## config.mk

```make
export PLATFORM = sky130hd
export DESIGN_NAME = fabric_config_loader
export DESIGN_NICKNAME = d
export VERILOG_FILES = /design/src/rtl/fabric_cfg_pkg.sv /design/src/rtl/cfg_stream_cursor.sv /design/src/rtl/fabric_config_loader.sv
export SDC_FILE = /design/constraint.sdc
export NUM_CORES = 1
export LEC_CHECK = 0
export ABC_AREA = 1
export BUFFER_PORTS_ARGS = -buffer_cell sky130_fd_sc_hd__buf_2
export CAP_MARGIN = 20
export CORE_MARGIN = 4
export CORE_UTILIZATION = 49
export DETAILED_ROUTE_END_ITERATION = 6
export PLACE_DENSITY = 0.7
export SLEW_MARGIN = 5
export SYNTH_ARGS = -nofsm -noshare
export SYNTH_HDL_FRONTEND = slang
export SYNTH_SLANG_ARGS = --single-unit
```

## constraint.sdc

```tcl
create_clock -name clock -period 4.6 [get_ports clock]
set_input_delay 0 -clock clock [delete_from_list [all_inputs] [get_ports clock]]
set_output_delay 0 -clock clock [all_outputs]
set_load 0.005 [all_outputs]
```

## src/rtl/fabric_cfg_pkg.sv

```systemverilog
// rtl/fabric_cfg_pkg.sv - shared types, sizes and element-kind table for the fabric config loader
package fabric_cfg_pkg;

   localparam int DATA_W    = 32;
   localparam int NUM_ELEMS = 35;
   localparam int NUM_WORDS = 57;

   typedef enum logic [2:0] {
      ST_IDLE,
      ST_LOAD,
      ST_CHECK,
      ST_DONE,
      ST_ERROR
   } state_t;

   localparam logic ELEM_SWITCH = 1'b0;
   localparam logic ELEM_LUT    = 1'b1;

   // One bit per element in stream order, set for LUTs:
   // 0-3 switch, 4-6 LUT, 7-10 switch, 11-29 LUT, 30-34 switch.
   localparam logic [NUM_ELEMS-1:0] ELEM_KIND_TABLE = 35'h0_3FFF_F870;

   function automatic logic elem_kind(input logic [5:0] idx);
      logic kind;
      kind = ELEM_SWITCH;
      if (idx < 6'(NUM_ELEMS)) begin
         kind = ELEM_KIND_TABLE[idx];
      end
      return kind;
   endfunction

   function automatic logic [1:0] words_per_elem(input logic kind);
      return (kind == ELEM_LUT) ? 2'd2 : 2'd1;
   endfunction

endpackage

```

## src/rtl/cfg_stream_cursor.sv

```systemverilog
// rtl/cfg_stream_cursor.sv - tracks target element and word-select for each payload word
module cfg_stream_cursor
   import fabric_cfg_pkg::*;
(
   input  logic       clock,
   input  logic       reset_n,
   input  logic       clear_i,
   input  logic       adv_i,
   output logic [5:0] elem_idx_o,
   output logic       sub_o,
   output logic       last_o
);

   localparam logic [5:0] LAST_IDX = 6'(NUM_ELEMS - 1);

   logic [5:0] elem_idx_q, elem_idx_d;
   logic       sub_q, sub_d;
   logic       cur_kind;

   assign cur_kind = elem_kind(elem_idx_q);

   // Step to the next word slot: LUTs take two words, switch boxes one.
   always_comb begin
      elem_idx_d = elem_idx_q;
      sub_d      = sub_q;
      if (clear_i) begin
         elem_idx_d = '0;
         sub_d      = 1'b0;
      end else if (adv_i) begin
         if ((cur_kind == ELEM_LUT) && !sub_q) begin
            sub_d = 1'b1;
         end else begin
            sub_d      = 1'b0;
            elem_idx_d = elem_idx_q + 6'd1;
         end
      end
   end

   // Cursor registers.
   always_ff @(posedge clock or negedge reset_n) begin
      if (!reset_n) begin
         elem_idx_q <= '0;
         sub_q      <= 1'b0;
      end else begin
         elem_idx_q <= elem_idx_d;
         sub_q      <= sub_d;
      end
   end

   assign elem_idx_o = elem_idx_q;
   assign sub_o      = sub_q;
   assign last_o     = (elem_idx_q == LAST_IDX) &&
                       ({1'b0, sub_q} == (words_per_elem(cur_kind) - 2'd1));

endmodule

```

## src/rtl/fabric_config_loader.sv

```systemverilog
// rtl/fabric_config_loader.sv - streams the config bitstream into the fabric and gates enable on checksum
module fabric_config_loader
   import fabric_cfg_pkg::*;
(
   input  logic              clock,
   input  logic              reset_n,
   input  logic              start,
   input  logic              in_valid,
   input  logic [DATA_W-1:0] in_data,
   output logic              in_ready,
   output logic              cfg_we,
   output logic [5:0]        cfg_sel,
   output logic              cfg_word,
   output logic [DATA_W-1:0] cfg_data,
   output logic              fabric_en,
   output logic              busy,
   output logic              done,
   output logic              error,
   output logic [5:0]        word_cnt
);

   state_t            state_q, state_d;
   logic [DATA_W-1:0] sum_q, sum_d;
   logic [5:0]        word_cnt_q, word_cnt_d;
   logic              cfg_we_q, cfg_we_d;
   logic [5:0]        cfg_sel_q, cfg_sel_d;
   logic              cfg_word_q, cfg_word_d;
   logic [DATA_W-1:0] cfg_data_q, cfg_data_d;

   logic              ready_w;
   logic              accept;
   logic              load_accept;
   logic [5:0]        elem_idx;
   logic              sub;
   logic              last_word;

   assign ready_w     = (state_q == ST_LOAD) || (state_q == ST_CHECK);
   // A start in the same cycle as a handshake drops the word.
   assign accept      = in_valid && ready_w && !start;
   assign load_accept = accept && (state_q == ST_LOAD);

   cfg_stream_cursor u_cursor (
      .clock      (clock),
      .reset_n    (reset_n),
      .clear_i    (start),
      .adv_i      (load_accept),
      .elem_idx_o (elem_idx),
      .sub_o      (sub),
      .last_o     (last_word)
   );

   // Next-state, checksum accumulation and write-strobe staging.
   always_comb begin
      state_d    = state_q;
      sum_d      = sum_q;
      word_cnt_d = word_cnt_q;
      cfg_we_d   = 1'b0;
      cfg_sel_d  = cfg_sel_q;
      cfg_word_d = cfg_word_q;
      cfg_data_d = cfg_data_q;

      if (start) begin
         state_d    = ST_LOAD;
         sum_d      = '0;
         word_cnt_d = '0;
      end else begin
         unique case (state_q)
            ST_LOAD: begin
               if (accept) begin
                  cfg_we_d   = 1'b1;
                  cfg_sel_d  = elem_idx;
                  cfg_word_d = sub;
                  cfg_data_d = in_data;
                  sum_d      = sum_q + in_data;
                  word_cnt_d = word_cnt_q + 6'd1;
                  if (last_word) begin
                     state_d = ST_CHECK;
                  end
               end
            end
            ST_CHECK: begin
               if (accept) begin
                  state_d = (in_data == sum_q) ? ST_DONE : ST_ERROR;
               end
            end
            default: begin
               state_d = state_q;
            end
         endcase
      end
   end

   // State and output registers; reset aborts any load in flight.
   always_ff @(posedge clock or negedge reset_n) begin
      if (!reset_n) begin
         state_q    <= ST_IDLE;
         sum_q      <= '0;
         word_cnt_q <= '0;
         cfg_we_q   <= 1'b0;
         cfg_sel_q  <= '0;
         cfg_word_q <= 1'b0;
         cfg_data_q <= '0;
      end else begin
         state_q    <= state_d;
         sum_q      <= sum_d;
         word_cnt_q <= word_cnt_d;
         cfg_we_q   <= cfg_we_d;
         cfg_sel_q  <= cfg_sel_d;
         cfg_word_q <= cfg_word_d;
         cfg_data_q <= cfg_data_d;
      end
   end

   assign in_ready  = ready_w;
   assign busy      = ready_w;
   assign done      = (state_q == ST_DONE);
   assign error     = (state_q == ST_ERROR);
   assign fabric_en = (state_q == ST_DONE);
   assign cfg_we    = cfg_we_q;
   assign cfg_sel   = cfg_sel_q;
   assign cfg_word  = cfg_word_q;
   assign cfg_data  = cfg_data_q;
   assign word_cnt  = word_cnt_q;

endmodule

```

==> impl_metrics.yaml <==
finish:
  final_area_sq_um: 7150
  areaGrowthSynthToFinish_pct: 20.0
  drive_gt1_share_pct: 10.9
  n_antenna_cell: 0
  num-nets-final: 1096
  final_cells: 1174
  fill_cells: 1174
synth:
  syn_area_sq_um: 5960
  synth_area_leaders: "dfrtp_1, nand2_1, inv_1"
  synth.avg_cell_area_sq_um: 6.57
  synth_fp_nets: 981
  synth-async-reset-ratio_pct: 100
  yosys.area.top_type_share_pct: 37.0
  yosysMostFrequentCell: "nand2_1"
  synthCells: 907
  yosys_warnings: 0
  synthTopCellsByCount: "nand2_1, inv_1, dfrtp_1, nor2_1, nand3_1"
  synth-main-ff-cell: "dfrtp_1"
  yosysUniqueCellTypes: 33
  synth_enable_flop_cells: 0
  ys_seq_area_share_pct: 37.0
  netlist.top_cell.by_area: "dfrtp_1"
  ys_ff_latch: 88
drt:
  vias_per_cell: 4.85
  wl_um: 14800
  drtPass1Iterations: 5
  drt_iter0_drc: 354
  wl_per_cell_um: 12.6
  ant_nets: 0
  drc_errors: 0
  via_count: 5690
floorplan:
  dieArea_sq_um: 14000
  ioPinCount: 87
  die_h_um: 118
  rows: 40
  start_util_pct: 49.8
  die_w_um: 118
  coreArea_sq_um: 12000
pwr:
  power.leakage_uw: 0.00425
  vdd_drop_max_mv: 0.204
  power_density_nw_per_um2: 367
worst_setup_path:
  cp_max_fo: 61
  cpMostUsedCell: "inv_2"
  crit_type: "flip-flop to flip-flop"
  rrSetupSlack_ns: 2.07
  endpoint_kind: "flip-flop"
  crit_path_top_delay_cell: "nor2_8"
  cpPeakStageDelay_ns: 0.60
  path_cells: "inv_1, nand3_1, nor2_2, inv_2, nor2_8, inv_2, a21oi_1, o21ai_1, nand2_1"
  critPathArrivalTime_ns: 2.83
  required_ns: 4.90
  start_kind: "flip-flop"
cts:
  cts-root-buf: "clkbuf_16"
  cts_tree: "done"
  post_cts_buffers: 0
  cts.path.max_buffers: 2
  clk_pin_slew_ns: 0.07
  ctsResizeCount: 0
  h-tree-depth: 3
  clock_sinks: 88
  cts_buffers: 9
  clk_latency_ns: 0.36
global_routing:
  met3_usage_pct: 2.87
  antenna_found_initial: 0
  grt_max_degree: 77
  met1_usage_pct: 29.2
  grt.total_usage_pct: 22.3
  gr-total-overflow: 0
  met2_usage_pct: 37.9
  grt_pass1_wl_um: 25600
  grt_busiest_layer: "met2"
  grt_pass1_vias: 5460
place:
  place_area_sq_um: 6500
  port_buffers: 86
  dp_cells: 1124
  globalplace.congestion: 0.933
  hpwl_um: 11000
job:
  maxCapViolCount: 0
sta:
  timing.fmax_mhz: 395
  setup_tns_ns: 0
  min_period_ns: 2.53
  rsz0062_at_grt: "false"
  finalHoldViolCount: 0
  setup-violations-final: 0
  holdWs_ns: 0.0282
  period_share_pct: 55.0
  slew_violations: 0
  finClkSkew_ns: 0.00941
  worstMarginPinSlew_ns: 0.967
  maxSlewHeadroom_pct: 35.5
status:
  outcome: "complete, no violations"
min_path:
  hp-class: "input port to async pin"
power by group:
| part | internal [uW] | leakage, uW | switching, uW |
|---|---|---|---|
| sequential | 920 | 0.00115 | 80.9 |
| combinational | 328 | 0.00295 | 522 |
| clock | 441 | 0.000144 | 329 |
timing repair:
action,CTS,global route
endpoints found under the hold margin,46,0
hold buffers,34,0
setup endpoints to repair,0,0
path summary, 6_finish.rpt:
check	startpoint	endpoint	cells past startpoint
setup / recovery	state_q[2]	sum_q[8]	9
hold / removal	reset_n	u_cursor.elem_idx_o[2]	2
setup reg to reg	state_q[2]	sum_q[8]	9
hold reg to reg	cfg_data[10]	cfg_data[10]	2
max in group asynchronous	reset_n	sum_q[17]	3
min in group clock	in_valid	state_q[0]	4
cell usage in the layout (no fill, tap or decap), drive strengths merged, types with 6 or more instances in the layout:
cell type,synthesis,layout
a21oi,37,37
buf,17,88
clkbuf,1,11
dfrtp,88,88
dlygate4sd3,0,34
ha,37,37
inv,141,142
nand2,408,408
nand3,46,46
nor2,51,51
nor3,13,13
nor4,6,6
o21ai,34,34
through the flow:
step	setup slack [ns]	util (%)	power [uW]
after global placement	2.12	54.1	1830
after detailed placement	2.08	54.4	1850
after CTS	2.05	59.8	2650
after global routing	1.71	59.8	2820
final	2.07	59.8	2620
after floorplan	2.60	-	1560
routing by layer:
layer  part of all wire, %  vias to the layer above
li1                      -                     3040
met1                    47                     2519
met2                    47                      113
met3                   3.8                       18
met4                   2.0                        0
met5                     0                        -
flip-flops by register name, summed over array words and instances (netlist names):
name	count
u_cursor.elem_idx_o	6
cfg_we	1
cfg_word	1
sum_q	32
cfg_sel	6
state_q	3
u_cursor.sub_o	1
cfg_data	32
word_cnt	6
worst max-delay path, delay by kind of cell, from the launching register on:
family | cells | cell delay, ns
and+or+nand+nor | 4 | 0.91
AOI/OAI and AO/OA | 2 | 0.37
DFF | 1 | 0.40
buffers and inverters | 3 | 0.79
area by class of cell:
class                   count  area (sq um)  share of cell area [%]
repair buffers            122           808                    11.3
multi-input cells         660          3120                    43.6
clock buffers              11           243                    3.39
well taps                 147           184                    2.57
clock inverters             5          65.1                   0.910
flip-flops and latches     88          2200                    30.8
inverters                 141           529                    7.40
cell families after synthesis:
family / after synthesis / synth area share, %
XOR/XNOR: 4 / 0.588
AO/OA/AOI/OAI: 82 / 7.33
AND/OR/NAND/NOR: 536 / 36.3
flip-flops: 88 / 37.0
buffers and inverters: 159 / 10.7
adder cells (fa/ha/maj): 38 / 8.11
No activity file was read; power rests on OpenSTA's default activity.
